**src/rtl/jtag_scan_master.sv**
```systemverilog
// jtag_scan_master
//   On-chip JTAG scan sequencer. It takes one command at a time (an IR or
//   DR scan of 1..32 bits), walks the TAP from Run-Test/Idle through the
//   scan and back to Run-Test/Idle, and returns the captured TDO bits.
//   jtck/jtms/jtdi are generated from tclk by an internal divider.
//
//   Parameters
//     DIV        tclk cycles per jtck half-period (>= 1)
//
//   Ports
//     tclk       system clock, rising edge only
//     trst       synchronous active-high reset; aborts any scan and
//                reruns the TAP reset sequence
//     cmd_valid  / cmd_ready   command handshake
//     cmd_ir     1 = IR scan, 0 = DR scan
//     cmd_len    scan length minus one (0..31 -> 1..32 bits)
//     cmd_data   TDI bits, bit 0 shifted first
//     cmd_tlr    (only with JTAG_SCAN_TLR_CMD_EN) run the TAP reset
//                pattern instead of a scan; response data is 0
//     rsp_valid  / rsp_ready   response handshake
//     rsp_data   captured TDO bits, bit i = i-th shifted bit, upper bits 0
//     jtck, jtms, jtdi         TAP outputs
//     jtdo       TAP data out
//
//   Build option: define JTAG_SCAN_TLR_CMD_EN to add the cmd_tlr input.

module jtag_scan_master #(
    parameter int unsigned DIV = 2
) (
    input  logic        tclk,
    input  logic        trst,
    input  logic        cmd_valid,
    output logic        cmd_ready,
    input  logic        cmd_ir,
    input  logic [4:0]  cmd_len,
    input  logic [31:0] cmd_data,
`ifdef JTAG_SCAN_TLR_CMD_EN
    input  logic        cmd_tlr,
`endif
    output logic        rsp_valid,
    input  logic        rsp_ready,
    output logic [31:0] rsp_data,
    output logic        jtck,
    output logic        jtms,
    output logic        jtdi,
    input  logic        jtdo
);

    localparam int unsigned DW = (DIV > 1) ? $clog2(DIV) : 1;
    localparam logic [DW-1:0] DIV_LAST = DW'(DIV - 1);

    typedef enum logic [1:0] {INIT, IDLE, SEQ, RESP} state_t;

    state_t state, state_next;

    logic [DW-1:0] div_cnt;
    logic [5:0]    step_cnt;
    logic [4:0]    bit_cnt;
    logic          seq_tlr;     // current sequence is the 5x1,1x0 TAP reset pattern
    logic          seq_ir;
    logic [4:0]    seq_len;
    logic [31:0]   seq_data;

    // step decode
    logic          active;
    logic          phase_end;
    logic          tck_rise;
    logic          tck_fall;
    logic [5:0]    shift_first;
    logic [5:0]    shift_last;
    logic [5:0]    last_step;
    logic [5:0]    step_next;
    logic          seq_done;
    logic          in_shift;
    logic          next_in_shift;
    logic          tms_next;
    logic          accept;

    always_comb begin
        active      = (state == INIT) || (state == SEQ);
        phase_end   = active && (div_cnt == DIV_LAST);
        tck_rise    = phase_end && !jtck;
        tck_fall    = phase_end && jtck;

        // Shift steps start after Select/Capture (plus Select-IR for IR);
        // the last shift step carries TMS=1 into Exit1, then Update, Idle.
        shift_first = seq_ir ? 6'd4 : 6'd3;
        shift_last  = shift_first + {1'b0, seq_len};
        last_step   = seq_tlr ? 6'd5 : (shift_last + 6'd2);
        step_next   = step_cnt + 6'd1;
        seq_done    = tck_fall && (step_cnt == last_step);

        in_shift      = !seq_tlr && (step_cnt >= shift_first) && (step_cnt <= shift_last);
        next_in_shift = !seq_tlr && (step_next >= shift_first) && (step_next <= shift_last);

        if (seq_tlr) begin
            tms_next = (step_next < 6'd5);
        end else begin
            tms_next = (seq_ir && (step_next == 6'd1)) ||
                       (step_next == shift_last) ||
                       (step_next == shift_last + 6'd1);
        end

        accept = (state == IDLE) && cmd_valid;
    end

    // FSM state register
    always_ff @(posedge tclk) begin
        if (trst) begin
            state <= INIT;
        end else begin
            state <= state_next;
        end
    end

    // FSM next state and handshake outputs
    always_comb begin
        state_next = state;
        cmd_ready  = 1'b0;
        rsp_valid  = 1'b0;
        case (state)
            INIT: begin
                if (seq_done) state_next = IDLE;
            end
            IDLE: begin
                cmd_ready = 1'b1;
                if (cmd_valid) state_next = SEQ;
            end
            SEQ: begin
                if (seq_done) state_next = RESP;
            end
            RESP: begin
                rsp_valid = 1'b1;
                if (rsp_ready) state_next = IDLE;
            end
            default: state_next = INIT;
        endcase
    end

    // TCK generator, TMS/TDI sequencing and TDO capture
    always_ff @(posedge tclk) begin
        if (trst) begin
            div_cnt  <= '0;
            step_cnt <= '0;
            bit_cnt  <= '0;
            seq_tlr  <= 1'b1;
            seq_ir   <= 1'b0;
            seq_len  <= '0;
            seq_data <= '0;
            rsp_data <= '0;
            jtck     <= 1'b0;
            jtms     <= 1'b1;
            jtdi     <= 1'b0;
        end else if (accept) begin
            div_cnt  <= '0;
            step_cnt <= '0;
            bit_cnt  <= '0;
`ifdef JTAG_SCAN_TLR_CMD_EN
            seq_tlr  <= cmd_tlr;
`else
            seq_tlr  <= 1'b0;
`endif
            seq_ir   <= cmd_ir;
            seq_len  <= cmd_len;
            seq_data <= cmd_data;
            rsp_data <= '0;
            jtck     <= 1'b0;
            // first step of every sequence is TMS=1 (Select-DR or TLR walk)
            jtms     <= 1'b1;
            jtdi     <= 1'b0;
        end else if (active) begin
            if (phase_end) begin
                div_cnt <= '0;
                jtck    <= ~jtck;
            end else begin
                div_cnt <= div_cnt + 1'b1;
            end

            // bit_cnt advances on the rising edge so that it already
            // points at the next TDI bit when the falling edge loads jtdi
            if (tck_rise && in_shift) begin
                rsp_data[bit_cnt] <= jtdo;
                bit_cnt           <= bit_cnt + 5'd1;
            end

            if (tck_fall) begin
                if (step_cnt == last_step) begin
                    step_cnt <= '0;
                    jtms     <= 1'b0;
                    jtdi     <= 1'b0;
                end else begin
                    step_cnt <= step_next;
                    jtms     <= tms_next;
                    jtdi     <= next_in_shift ? seq_data[bit_cnt] : 1'b0;
                end
            end
        end
    end

endmodule

```
**config.mk**
```make
export PLATFORM = sky130hd
export DESIGN_NAME = jtag_scan_master
export DESIGN_NICKNAME = d
export VERILOG_FILES = /design/src/rtl/jtag_scan_master.sv
export SDC_FILE = /design/constraint.sdc
export NUM_CORES = 1
export LEC_CHECK = 0
export ABC_AREA = 1
export ABC_CLOCK_PERIOD_IN_PS = 2900
export CAP_MARGIN = 20
export CORE_MARGIN = 4
export CORE_UTILIZATION = 49
export CTS_CLUSTER_DIAMETER = 50
export DETAILED_ROUTE_END_ITERATION = 12
export GPL_TIMING_DRIVEN = 0
export PLACE_DENSITY = 0.76
export SLEW_MARGIN = 10
export SYNTH_ARGS = -nofsm -noshare
export SYNTH_HDL_FRONTEND = slang
export SYNTH_SLANG_ARGS = --single-unit
```
**constraint.sdc**
```tcl
create_clock -name tclk -period 2.9 [get_ports tclk]
set_input_delay 0.58 -clock tclk [delete_from_list [all_inputs] [get_ports tclk]]
set_output_delay 0.58 -clock tclk [all_outputs]
set_load 0.02 [all_outputs]
```
Yosys cells after proc, flatten, opt, wreduce, memory -nomap -nowiden
Index checks and enable logic that the tools add are counted.
{"block": "classes", "addsub": 6, "n_lt_le_gt_ge": 7, "eq_ne": 11, "n_mux": 20, "bitwise_logic": 1, "n_reduce_logical": 23}
{"operator": "32-bit bitwise mux", "n": 1}
{"operator": "6-bit == test", "n": 3}
{"operator": "6-bit by 1-bit adder with 6-bit output (second input constant)", "n": 2}
{"operator": "6-bit by 3-bit >= comparator with 1-bit output", "n": 2}
{"operator": "6-bit less-or-equal comparator", "n": 2}
{"operator": "1-bit logical AND", "n": 12}
{"operator": "6-bit 2-to-1 mux", "n": 2}
{"operator": "1-bit 2-to-1 mux", "n": 9}
{"operator": "2-bit 2-to-1 mux", "n": 4}
{"operator": "2-bit inequality test (second input constant)", "n": 4}
{"operator": "2-bit case mux with 4 select lines", "n": 1}
{"operator": "3-bit by 5-bit adder with 6-bit output", "n": 1}
{"operator": "6-bit by 2-bit adder with 6-bit output (second input constant)", "n": 1}
{"operator": "6-bit by 1-bit == test with 1-bit output (second input constant)", "n": 1}
{"operator": "5-bit by 6-bit < comparator with 1-bit output (second input constant)", "n": 1}
{"operator": "6-bit by 3-bit < comparator with 1-bit output (second input constant)", "n": 1}
{"operator": "2-bit AND reduction", "n": 3}
{"operator": "5-bit by 1-bit adder with 5-bit output (second input constant)", "n": 1}
{"operator": "1-bit binary-select mux with 5-bit select", "n": 1}
{"operator": "1-bit demux with 5-bit select", "n": 1}
{"operator": "5-bit by 1-bit >= comparator with 1-bit output (second input constant)", "n": 1}
{"operator": "2-bit == test (second input constant)", "n": 2}
{"operator": "4-bit AND reduction", "n": 1}
{"operator": "1-bit logical OR", "n": 3}
{"operator": "other kinds (7)", "n": 8}
{"block": "totals", "regBits": 88, "out_inout_bits": 37}

Depth between registers and ports, before layout
Gate-level depths: netlist of run 1.
{"block": "depth", "word_depth": 8, "mapped_depth": 18}

Worst setup path after synthesis of run 1
No wires, ideal clock.
{"block": "synth_path", "kind": "flip-flop to flip-flop", "startpoint": "reg seq_ir", "endpoint": "reg step_cnt[3]", "t_arrival_ps": 2766, "required_ps": 2775, "path_slack_ps": 9, "stages_incl_launch_ff": 17, "path_buffers": 0, "cell_sequence": "dfxtp_1 -> inv_1 -> ha_1 -> fa_1 -> xnor2_1 -> inv_1 -> ha_1 -> nor2_1 -> xor2_1 -> nor3_1 -> nand3_1 -> nor2_1 -> nand2_1 -> nand2_1 -> inv_1 -> nand3_1 -> o21ai_0"}
{"block": "synth_between", "elab_chain_cells": 6}
{"element": "start, declared", "line": "60", "text": "logic seq_ir;"}
{"element": "start signal, assigned", "line": "163", "text": "seq_ir <= cmd_ir;"}
{"element": "3-bit 2-to-1 mux", "line": "87", "text": "shift_first = seq_ir ? 6'd4 : 6'd3;"}
{"element": "3-bit by 5-bit adder with 6-bit output", "line": "88", "text": "shift_last = shift_first + {1'b0, seq_len};"}
{"element": "6-bit by 2-bit adder with 6-bit output", "line": "89", "text": "last_step = seq_tlr ? 6'd5 : (shift_last + 6'd2);"}
{"element": "6-bit 2-to-1 mux", "line": "89"}
{"element": "6-bit == test", "line": "187", "text": "if (step_cnt == last_step) begin"}
{"element": "6-bit 2-to-1 mux", "line": "187"}
{"element": "end signal, assigned", "line": "192", "text": "step_cnt <= step_next;"}
{"element": "end, declared", "line": "57", "text": "logic [5:0] step_cnt;"}
No other way between the ends.
A chain may end at the register's enable or synchronous reset.

Worst setup path after layout of run 1
Same ends and word-level chain as after synthesis.

==> metrics.cfg, run 1 <==
[outcome]
status = finished clean

[synth]
synth_top_family_by_area = simple AND/OR/NAND/NOR gates
yosysWarnings = 0
synth_top_flop_cell = dfxtp_1
synth-simple-area-share = 0.333
syn_inst = 745
synth_area_mm2 = 0.00522
yosys.cell_types.count = 38
synth_seq_area_share = 0.337
syn_nets = 819
synthAdderAreaFrac = 0.0757
synth.avg_cell_area_um2 = 7.01
async_reset_ff_frac = 0
ys_ff_latch = 88
synthMuxAreaShare = 0
synth_compound_area_frac = 0.135
synthXorXnorAreaFrac = 0.0268
synth_edf_count = 0

[power]
ir_worst_vdd_v = 0.000314
power_per_cell_area_mw_per_mm2 = 527
leakage_nw = 2.60
power_mw = 3.47

[worst_setup_path]
critPathBufInv = 3
cp_max_fo = 6
worstSetupPathType = reg -> reg
crit_chain = clkinvlp_4 > ha_4 > fa_2 > xnor2_2 > inv_1 > ha_1 > nor2_2 > xor2_1 > nor3_1 > nand3_1 > nor2_2 > nand2_1 > nand2_2 > inv_2 > nand3_1 > o21ai_0
critical-path-max-stage-delay_ns = 0.42
startpoint_type = register
cp.arrival_ns = 3.06
crit_slowest_cell = fa_2
cpLargestDelayFamily = adder cells
worstPathRequired_ns = 3.13
endpoint_kind = register

[routing]
routed_wl_mm = 13.7
drt_pass1_iterations = 5
vias_per_cell = 5.30
drc = 0
initialDrtViolationCount = 309
wl_per_cell_um = 13.9
vias = 5221
antenna_left = 0

[finish]
antenna_cells = 0
finalNetCount = 919
instances_no_fill = 986
syn_to_final_growth_pct = 26.1
drive_gt1_frac = 0.124

[grt]
first_global_vias = 4914
grt.total_usage = 0.214
grt_max_degree = 17
overflow = 0
grt_pass1_wl_mm = 22.5
antenna_found_initial = 0

[floorplanning]
die_h_um = 111
start_util = 0.503
ioPinCount = 80
fp.dieW_um = 111
coreArea_mm2 = 0.0104
rows = 37
dieArea_mm2 = 0.0124

[timing]
worst_pin_slew_ns = 0.727
post-route-min-period_ns = 2.84
rsz0062_at_grt = yes
hold_violations = 0
setup_viol = 0
finalMaxSlewViolations = 0
fin_worst_skew_ns = 0.0137
holdWs_ns = 0.455
fmax_mhz = 353
setup_slack_ns = 0.0645
relSlewSlack = 0.514
finalCritPeriodShare = 0.978

[clock_tree]
cts_buffers = 9
cts_sinks = 88
cts_root_buf = clkbuf_8
path_clk_slew_ns = 0.10
cts_tree = built
htreeDepth = 3
cts_buffer_depth = 2
clock_latency_ns = 0.36

[job]
maxCapViolCount = 0

[placed_design]
gp_congestion = 0.924
dp_cells = 960
numPortBuffers = 79
dp_slack_ns = -0.615
post-dp-hpwl_mm = 10.3

[hold_path]
min_path_type = reg -> reg

[layout by cell type, fill, tap and decap left out, types with 3 or more instances in the layout]
| cell | instances |
|---|---|
| dfxtp_1 | 87 |
| inv_1 | 72 |
| nand3_1 | 51 |
| ha_4 | 3 |
| nand2_1 | 103 |
| clkbuf_8 | 10 |
| xor2_1 | 13 |
| nor2_1 | 123 |
| clkdlybuf4s50_1 | 79 |
| nand3_2 | 20 |
| inv_2 | 3 |
| nand4_1 | 21 |
| a22oi_1 | 4 |
| nand2_2 | 8 |
| nor3_1 | 10 |
| buf_4 | 9 |
| ha_1 | 27 |
| clkbuf_1 | 23 |
| o21ai_0 | 62 |
| a21oi_1 | 55 |
| nor2_2 | 19 |
| buf_2 | 8 |
[worst paths after layout]
path	start	endpoint	slack (ns)	depth (start not counted)
setup / recovery	seq_ir	step_cnt[3]	0.06	16
hold / removal	seq_data[20]	seq_data[20]	0.45	2
setup reg to reg	seq_ir	step_cnt[3]	0.06	16
hold reg to reg	seq_data[20]	seq_data[20]	0.45	2
[layout make-up]
type                            instances  area, um^2
Fill cell                             934        3790
Multi-Input combinational cell        543        3060
Sequential cell                        88        1770
Timing Repair Buffer                   89         883
Inverter                               78         297
Buffer                                 36         199
Tap cell                              136         170
Clock buffer                           10         138
Clock inverter                          6        75.1
[power by group]
part	internal (mW)	switching [mW]	total [mW]
logic	0.477	0.678	1.15
registers	1.32	0.0820	1.41
clock network	0.436	0.474	0.910
total	2.24	1.23	3.47
[logic make-up after synthesis]
logic type,Yosys count
buffers and inverters,114
AO/OA/AOI/OAI,133
XOR/XNOR,16
adder cells (fa/ha/maj),31
flip-flops,88
AND/OR/NAND/NOR,363
[worst min-delay path: cells and delay by family, from the launching register on]
| kind | cells | cell delay, ns |
|---|---|---|
| buffers and inverters | 1 | 0.06 |
| DFF | 1 | 0.31 |
| AOI/OAI and AO/OA | 1 | 0.05 |
[synth_stat cells (2+ instances only)]
cell,n,share of area
inv_1,75,0.054
buf_6,4,0.0086
nand4_1,21,0.025
ha_1,30,0.072
nor3_1,10,0.0096
nand2_1,106,0.076
clkinv_1,2,0.0014
dfxtp_1,88,0.34
a22oi_1,4,0.0058
nor4_1,2,0.0024
buf_2,8,0.0077
nor2_1,126,0.091
xnor2_1,3,0.0050
xor2_1,13,0.022
nand3_1,52,0.050
o21ai_0,62,0.059
nand2_2,5,0.0060
clkbuf_1,23,0.017
o21a_1,2,0.0029
nand3_2,19,0.036
a21oi_1,57,0.055
nor2_2,17,0.020
[state kept, by name, summed over array words and instances (netlist names)]
signal    flops
div_cnt       1
seq_len       5
seq_data     32
rsp_data     32
bit_cnt       5
jtck          1
step_cnt      6
jtdi          1
seq_tlr       1
seq_ir        1
state         2
jtms          1
[metal layers]
metal | wire (um) | track usage | up-vias
li1 | - | - | 2640
met2 | 6490 | 0.361 | 182
met5 | 0 | 0 | -
met1 | 6120 | 0.283 | 2382
met3 | 901 | 0.0415 | 17
met4 | 173 | 0.0487 | 0
[stage by stage]
stage	cell area (um^2)	TNS [ns]	util
final	6580	0	0.635
after global routing	6580	-0.889	0.635
after global placement	6180	-11.99	0.596
after floorplan	5220	0	-
after detailed placement	6180	-13.49	0.596
after CTS	6440	0	0.621
[repair_timing]
| action | in CTS | in global routing |
|---|---|---|
| pin swaps | 1 | 14 |
| setup buffers | 3 | 6 |
| resized for setup | 6 | 17 |
| endpoints found under the setup margin | 47 | 27 |
| hold buffers | 0 | 0 |
| cloned | 0 | 1 |
(Power assumes the default switching activity.)
==> inputs of run 2 (changes only) <==
--- a/config.mk
+++ b/config.mk
@@ -14,7 +14,8 @@
 export DETAILED_ROUTE_END_ITERATION = 12
 export GPL_TIMING_DRIVEN = 0
 export PLACE_DENSITY = 0.76
-export SLEW_MARGIN = 10
+export RECOVER_POWER = 100
+export SLEW_MARGIN = 20
 export SYNTH_ARGS = -nofsm -noshare
 export SYNTH_HDL_FRONTEND = slang
 export SYNTH_SLANG_ARGS = --single-unit
==> run 2 against run 1 <==
Die area did not move. Sequential share of layout area did not move. Via count decreased by 0.52%. Routed wire length down 0.19%.
==> metrics.cfg, run 2 (synthesis gave the netlist of run 1 again) <==
[outcome]
status = finished clean  ; unchanged

[grt]
antenna_found_initial = 0  ; unchanged
grt_busiest_layer = met2  ; unchanged
use_met2 = 0.361  ; unchanged
use_met3 = 0.0415  ; unchanged
grt_max_degree = 17  ; unchanged
grt_pass1_wl_mm = 22.5  ; unchanged
grt.total_usage = 0.214  ; unchanged
overflow = 0  ; unchanged
first_global_vias = 4914  ; unchanged
met1_usage = 0.283  ; unchanged

[finish]
utilization = 0.635  ; unchanged
drive_gt1_frac = 0.124  ; unchanged
final_cell_mix = nor2_1 (123), nand2_1 (103), dfxtp_1 (87)  ; unchanged
top_regs = rsp_data x32, seq_data x32, step_cnt x6  ; unchanged
multi_input_area_mm2 = 0.00306  ; unchanged
finalNetCount = 919  ; unchanged
final_common_cell = nor2_1  ; unchanged
syn_to_final_growth_pct = 26.1  ; unchanged
antenna_cells = 0  ; unchanged
register_area_mm2 = 0.00177  ; unchanged
fill_cells = 934  ; unchanged

[routing]
initialDrtViolationCount = 365  ; was 309
drt_pass1_iterations = 5  ; unchanged
vias = 5194  ; was 5221
vias_per_cell = 5.27  ; was 5.30
routed_wl_mm = 13.7  ; about the same
drc = 0  ; unchanged
antenna_left = 0  ; unchanged
wl_per_cell_um = 13.9  ; about the same

[worst_setup_path]
cp.arrival_ns = 3.04  ; was 3.06 ns
worstSetupPathType = reg -> reg  ; unchanged
crit_slowest_cell = fa_2  ; unchanged
worstPathRequired_ns = 3.12  ; was 3.13 ns
endpoint_kind = register  ; unchanged
cpLargestDelayFamily = adder cells  ; unchanged
startpoint_type = register  ; unchanged
critPathBufInv = 3  ; unchanged
cp_max_fo = 6  ; unchanged
critical-path-max-stage-delay_ns = 0.42  ; about the same
crit_chain = clkinvlp_4 > ha_4 > fa_2 > xnor2_2 > inv_1 > ha_1 > nor2_2 > xor2_1 > nor3_1 > nand3_1 > nor2_2 > nand2_1 > nand2_2 > inv_2 > nand3_1 > o21ai_0  ; unchanged

[clock_tree]
cts_root_buf = clkbuf_8  ; unchanged
cts_buffers = 9  ; unchanged
cts_tree = built  ; unchanged
htreeDepth = 3  ; unchanged
cts_buffer_depth = 2  ; unchanged
clock_latency_ns = 0.36  ; about the same
cts_sinks = 88  ; unchanged
path_clk_slew_ns = 0.10  ; about the same

[timing]
fin_worst_skew_ns = 0.0164  ; was 0.0137 ns
hold_violations = 0  ; unchanged
rsz0062_at_grt = yes  ; unchanged
worst_pin_slew_ns = 0.711  ; was 0.727 ns
setup_viol = 0  ; unchanged
finalCritPeriodShare = 0.970  ; was 0.978
post-route-min-period_ns = 2.81  ; was 2.84 ns
holdWs_ns = 0.455  ; about the same
fmax_mhz = 356  ; was 353 MHz
finalMaxSlewViolations = 0  ; unchanged
relSlewSlack = 0.524  ; was 0.514

[power]
clockPowerShare = 0.262  ; about the same
intPower_mw = 2.23  ; was 2.24 mW
power_mw = 3.46  ; was 3.47 mW
p_seq_frac = 0.405  ; about the same
power_per_cell_area_mw_per_mm2 = 526  ; was 527 mW/mm^2
leakage_nw = 2.72  ; was 2.60 nW
ir_worst_vdd_v = 0.000314  ; about the same
combPwrFrac = 0.332  ; was 0.333
switchingPower_mw = 1.23  ; about the same
switching_share = 0.355  ; was 0.356

[job]
maxCapViolCount = 0  ; unchanged

[floorplanning]
ioPinCount = 80  ; unchanged
fp.dieW_um = 111  ; unchanged
die_h_um = 111  ; unchanged
start_util = 0.503  ; unchanged
rows = 37  ; unchanged
coreArea_mm2 = 0.0104  ; unchanged
dieArea_mm2 = 0.0124  ; unchanged

[placed_design]
post-dp-hpwl_mm = 10.3  ; unchanged
gp_congestion = 0.924  ; unchanged
numPortBuffers = 79  ; unchanged

[hold_path]
min_path_type = reg -> reg  ; unchanged

-- run 2: cell types whose count changed in the layout (fill, tap and decap cells not counted) --
cell / change
clkdlybuf4s50_1: -36
dlygate4sd3_1: +36
-- run 2: what timing repair did --
action / 4_1_cts / 5_1_grt
pin swaps: 1 / 14
hold buffers: 0 / 0
endpoints found under the setup margin: 47 / 27
buffers inserted: 3 / 6
gates cloned: 0 / 1
resized for setup: 6 / 17
-- run 2: metal layers --
layer | routed length (um) | part of all wire
met1 | 6130 | 0.45
met2 | 6470 | 0.47
met3 | 885 | 0.065
met4 | 165 | 0.012
met5 | 0 | 0
-- run 2: stage by stage --
step           cell area (um^2)  std cells  setup slack (ns)  TNS, ns
2_1_floorplan              5220        745           0.00938        0
3_3_place_gp               6180        960            -0.543   -11.99
3_5_place_dp               6180        960            -0.615   -13.49
4_1_cts                    6440        979            0.0554        0
5_1_grt                    6580        986            -0.100   -0.889
6_report                   6580        986            0.0879        0
-- run 2: area by class of cell --
| class | instances | share of cell area |
|---|---|---|
| Buffer | 36 | 0.0302 |
| Timing Repair Buffer | 89 | 0.134 |
| Tap cell | 136 | 0.0259 |
| Sequential cell | 88 | 0.268 |
| Clock buffer | 10 | 0.0209 |
| Multi-Input combinational cell | 543 | 0.464 |
| Inverter | 78 | 0.0450 |
| Clock inverter | 6 | 0.0114 |
-- run 2: power groups by stage --
stage | sequential [mW] | clock, mW | combinational (mW)
CTS | 1.40 | 0.925 | 1.07
global placement | 1.42 | 0 | 0.996
detailed placement | 1.43 | 0 | 1.04
floorplan | 1.42 | 0 | 0.750
global route | 1.42 | 0.979 | 1.28
finish | 1.40 | 0.909 | 1.15
-- run 2: worst paths after layout --
kind | from | endpoint | slack (ns) | depth (start not counted)
min | seq_data[20] | seq_data[20] | 0.45 | 2
max | seq_ir | step_cnt[3] | 0.09 | 16
max reg2reg | seq_ir | step_cnt[3] | 0.09 | 16
min reg2reg | seq_data[20] | seq_data[20] | 0.45 | 2
-- run 2: worst reg2reg max path, stage by stage (launching register included) --
cell	delay [ns]
dfxtp_4	0.39
clkinvlp_4	0.12
ha_4	0.18
fa_2	0.42
xnor2_2	0.21
inv_1	0.08
ha_1	0.29
nor2_2	0.04
xor2_1	0.14
nor3_1	0.14
nand3_1	0.11
nor2_2	0.14
nand2_1	0.10
nand2_2	0.10
inv_2	0.07
nand3_1	0.06
o21ai_0	0.09
==> inputs of run 3 (changes only) <==
--- a/config.mk
+++ b/config.mk
@@ -8,9 +8,9 @@
 export ABC_AREA = 1
 export ABC_CLOCK_PERIOD_IN_PS = 2900
 export CAP_MARGIN = 20
-export CORE_MARGIN = 4
 export CORE_UTILIZATION = 49
 export CTS_CLUSTER_DIAMETER = 50
+export CTS_CLUSTER_SIZE = 14
 export DETAILED_ROUTE_END_ITERATION = 12
 export GPL_TIMING_DRIVEN = 0
 export PLACE_DENSITY = 0.76
==> run 3 against run 2 <==
Via count decreased by 0.56%. Combinational power is 4% lower. Non-clock buffer count is 9 lower. Sequential cell count unchanged. Clock skew down 0.0053 ns. Power decreased by 2.8%. Clock power shrank 5.1%. Die area shrank 10%. Core utilization shrank 1.2 points. Largest power group unchanged. Fmax rose by 3.0%.
==> metrics.cfg, run 3 (synthesis gave the netlist of run 1 again) <==
[worst_setup_path]
worst_r2r_endpoint = step_cnt[2]  ; was step_cnt[3]
crit_start = seq_ir  ; unchanged
worstPathRequired_ns = 3.15  ; was 3.12 ns
r2r_slack_ns = 0.17  ; was 0.09 ns
r2r_cells = 16  ; unchanged
worstSetupPathType = reg -> reg  ; unchanged
cp.arrival_ns = 2.98  ; was 3.04 ns
startpoint_type = register  ; unchanged
r2r-start = seq_ir  ; unchanged
crit_end = step_cnt[2]  ; was step_cnt[3]
cp_max_fo = 9  ; was 6
endpoint_kind = register  ; unchanged

[floorplanning]
die_h_um = 105  ; was 111 um
rows = 37  ; unchanged
start_util = 0.506  ; was 0.503
fp.dieW_um = 105  ; was 111 um
coreArea_mm2 = 0.0103  ; was 0.0104 mm^2
dieArea_mm2 = 0.0111  ; was 0.0124 mm^2
ioPinCount = 80  ; unchanged

[clock_tree]
cts_tree = built  ; unchanged
cts_sinks = 88  ; unchanged
cts_root_buf = clkbuf_8  ; unchanged
cts_buffers = 9  ; unchanged
clock_latency_ns = 0.36  ; about the same
path_clk_slew_ns = 0.09  ; was 0.10 ns
cts_buffer_depth = 2  ; unchanged
htreeDepth = 3  ; unchanged

[placed_design]
numPortBuffers = 79  ; unchanged
placed_cell_area_mm2 = 0.00618  ; unchanged
dp_cells = 960  ; unchanged
gp_congestion = 0.896  ; was 0.924
post-dp-hpwl_mm = 10.2  ; was 10.3 mm

[job]
maxCapViolCount = 0  ; unchanged

[routing]
vias_per_cell = 5.29  ; was 5.27
met2_length_mm = 6.27  ; was 6.47 mm
wl_per_cell_um = 13.7  ; was 13.9 um
wl_met1_mm = 6.11  ; was 6.13 mm
vias = 5165  ; was 5194
drt_pass1_iterations = 5  ; unchanged
antenna_left = 0  ; unchanged
initialDrtViolationCount = 317  ; was 365
routed_wl_mm = 13.3  ; was 13.7 mm
drc = 0  ; unchanged
wl_met3_um = 768  ; was 885 um
routed.top_layer = met4  ; unchanged

[timing]
fmax_mhz = 366  ; was 356 MHz
setup_viol = 0  ; unchanged
rsz0062_at_grt = yes  ; unchanged
holdWs_ns = 0.454  ; was 0.455 ns
worst_pin_slew_ns = 0.663  ; was 0.711 ns
finalCritPeriodShare = 0.942  ; was 0.970
finalMaxSlewViolations = 0  ; unchanged
fin_worst_skew_ns = 0.0111  ; was 0.0164 ns
hold_violations = 0  ; unchanged
post-route-min-period_ns = 2.73  ; was 2.81 ns
relSlewSlack = 0.556  ; was 0.524

[finish]
final_cell_mix = nor2_1 (124), nand2_1 (104), dfxtp_1 (87)  ; was nor2_1 (123), nand2_1 (103), dfxtp_1 (87)
top_regs = rsp_data x32, seq_data x32, step_cnt x6  ; unchanged
antenna_cells = 0  ; unchanged
finalNetCount = 910  ; was 919
fin_area_mm2 = 0.00643  ; was 0.00658 mm^2
syn_to_final_growth_pct = 23.1  ; was 26.1%
fill_cells = 939  ; was 934
instances_no_fill = 977  ; was 986
final_common_cell = nor2_1  ; unchanged
drive_gt1_frac = 0.105  ; was 0.124

[grt]
antenna_found_initial = 0  ; unchanged
grt_max_degree = 16  ; was 17
grt_pass1_wl_mm = 22.8  ; was 22.5 mm
overflow = 0  ; unchanged
grt.total_usage = 0.253  ; was 0.214
first_global_vias = 4880  ; was 4914

[power]
power_per_cell_area_mw_per_mm2 = 524  ; was 526 mW/mm^2
ir_worst_vdd_v = 0.000289  ; was 0.000314 V
power_mw = 3.37  ; was 3.46 mW
leakage_nw = 2.66  ; was 2.72 nW

[outcome]
status = finished clean  ; unchanged

[hold_path]
min_path_type = reg -> reg  ; unchanged
min_path_cells = 2  ; unchanged

[run 3: cell count changes in the layout (fill, tap and decap cells not counted), sizes merged]
cell           before  now
buf                22   14
clkbuf             34   33
clkdlybuf4s50      43   42
clkinv              3    4
dlygate4sd3        36   37
inv                78   77
[run 3: worst max-delay path, stage by stage, from the launching register on]
cell and delay (ns):
dfxtp_4 0.39, inv_4 0.07, ha_2 0.21, fa_2 0.42
xnor2_4 0.16, inv_1 0.07, ha_1 0.29, nor2_2 0.04
xor2_1 0.14, nor3_1 0.16, nand3_1 0.11, nor2_2 0.15
nand2_1 0.10, nand2_2 0.09, inv_2 0.07, nand3_1 0.07
o21ai_0 0.08
[run 3: power by group]
group	internal [mW]	switching (mW)	leakage [nW]
Clock	0.402	0.461	0.0929
Sequential	1.32	0.0794	0.713
Combinational	0.440	0.661	1.85
Total	2.17	1.20	2.66
[run 3: per-layer routing]
layer,vias to the layer above,track usage
met5,-,0
met1,2359,0.338
li1,2621,-
met3,18,0.0408
met2,167,0.415
met4,0,0.0805
[run 3: how the worst min path moves through the flow]
stage,from,endpoint,slack [ns]
final,seq_data[30],seq_data[30],0.45
after global routing,seq_data[18],seq_data[18],0.48
after CTS,seq_data[30],seq_data[30],0.46
after detailed placement,seq_data[30],seq_data[30],0.44
after global placement,seq_data[18],seq_data[18],0.43
after floorplan,seq_data[18],seq_data[18],0.42
[run 3: through the flow]
| step | utilization | setup slack (ns) | setup TNS, ns |
|---|---|---|---|
| 4_1_cts | 0.621 | 0.0687 | 0 |
| 3_3_place_gp | 0.599 | -0.539 | -11.75 |
| 6_report | 0.623 | 0.170 | 0 |
| 5_1_grt | 0.623 | -0.00554 | -0.0107 |
| 3_5_place_dp | 0.599 | -0.556 | -13.77 |
| 2_1_floorplan | - | 0.00938 | 0 |
[run 3: what timing repair did]
item | in CTS | in global routing
setup buffers | 1 | 0
endpoints found under the setup margin | 47 | 23
hold buffers | 0 | 0
pin swaps | 1 | 1
gates resized for setup | 5 | 9
[run 3: layout make-up]
class,instances,area [um^2],share of cell area
timing repair buffer,80,798,0.124
sequential,88,1770,0.275
clock buffer,10,128,0.0198
tap,136,170,0.0265
inverter,78,295,0.0459
clock inverter,6,67.6,0.0105
multi-input combinational,543,3010,0.469
buffer,36,191,0.0298
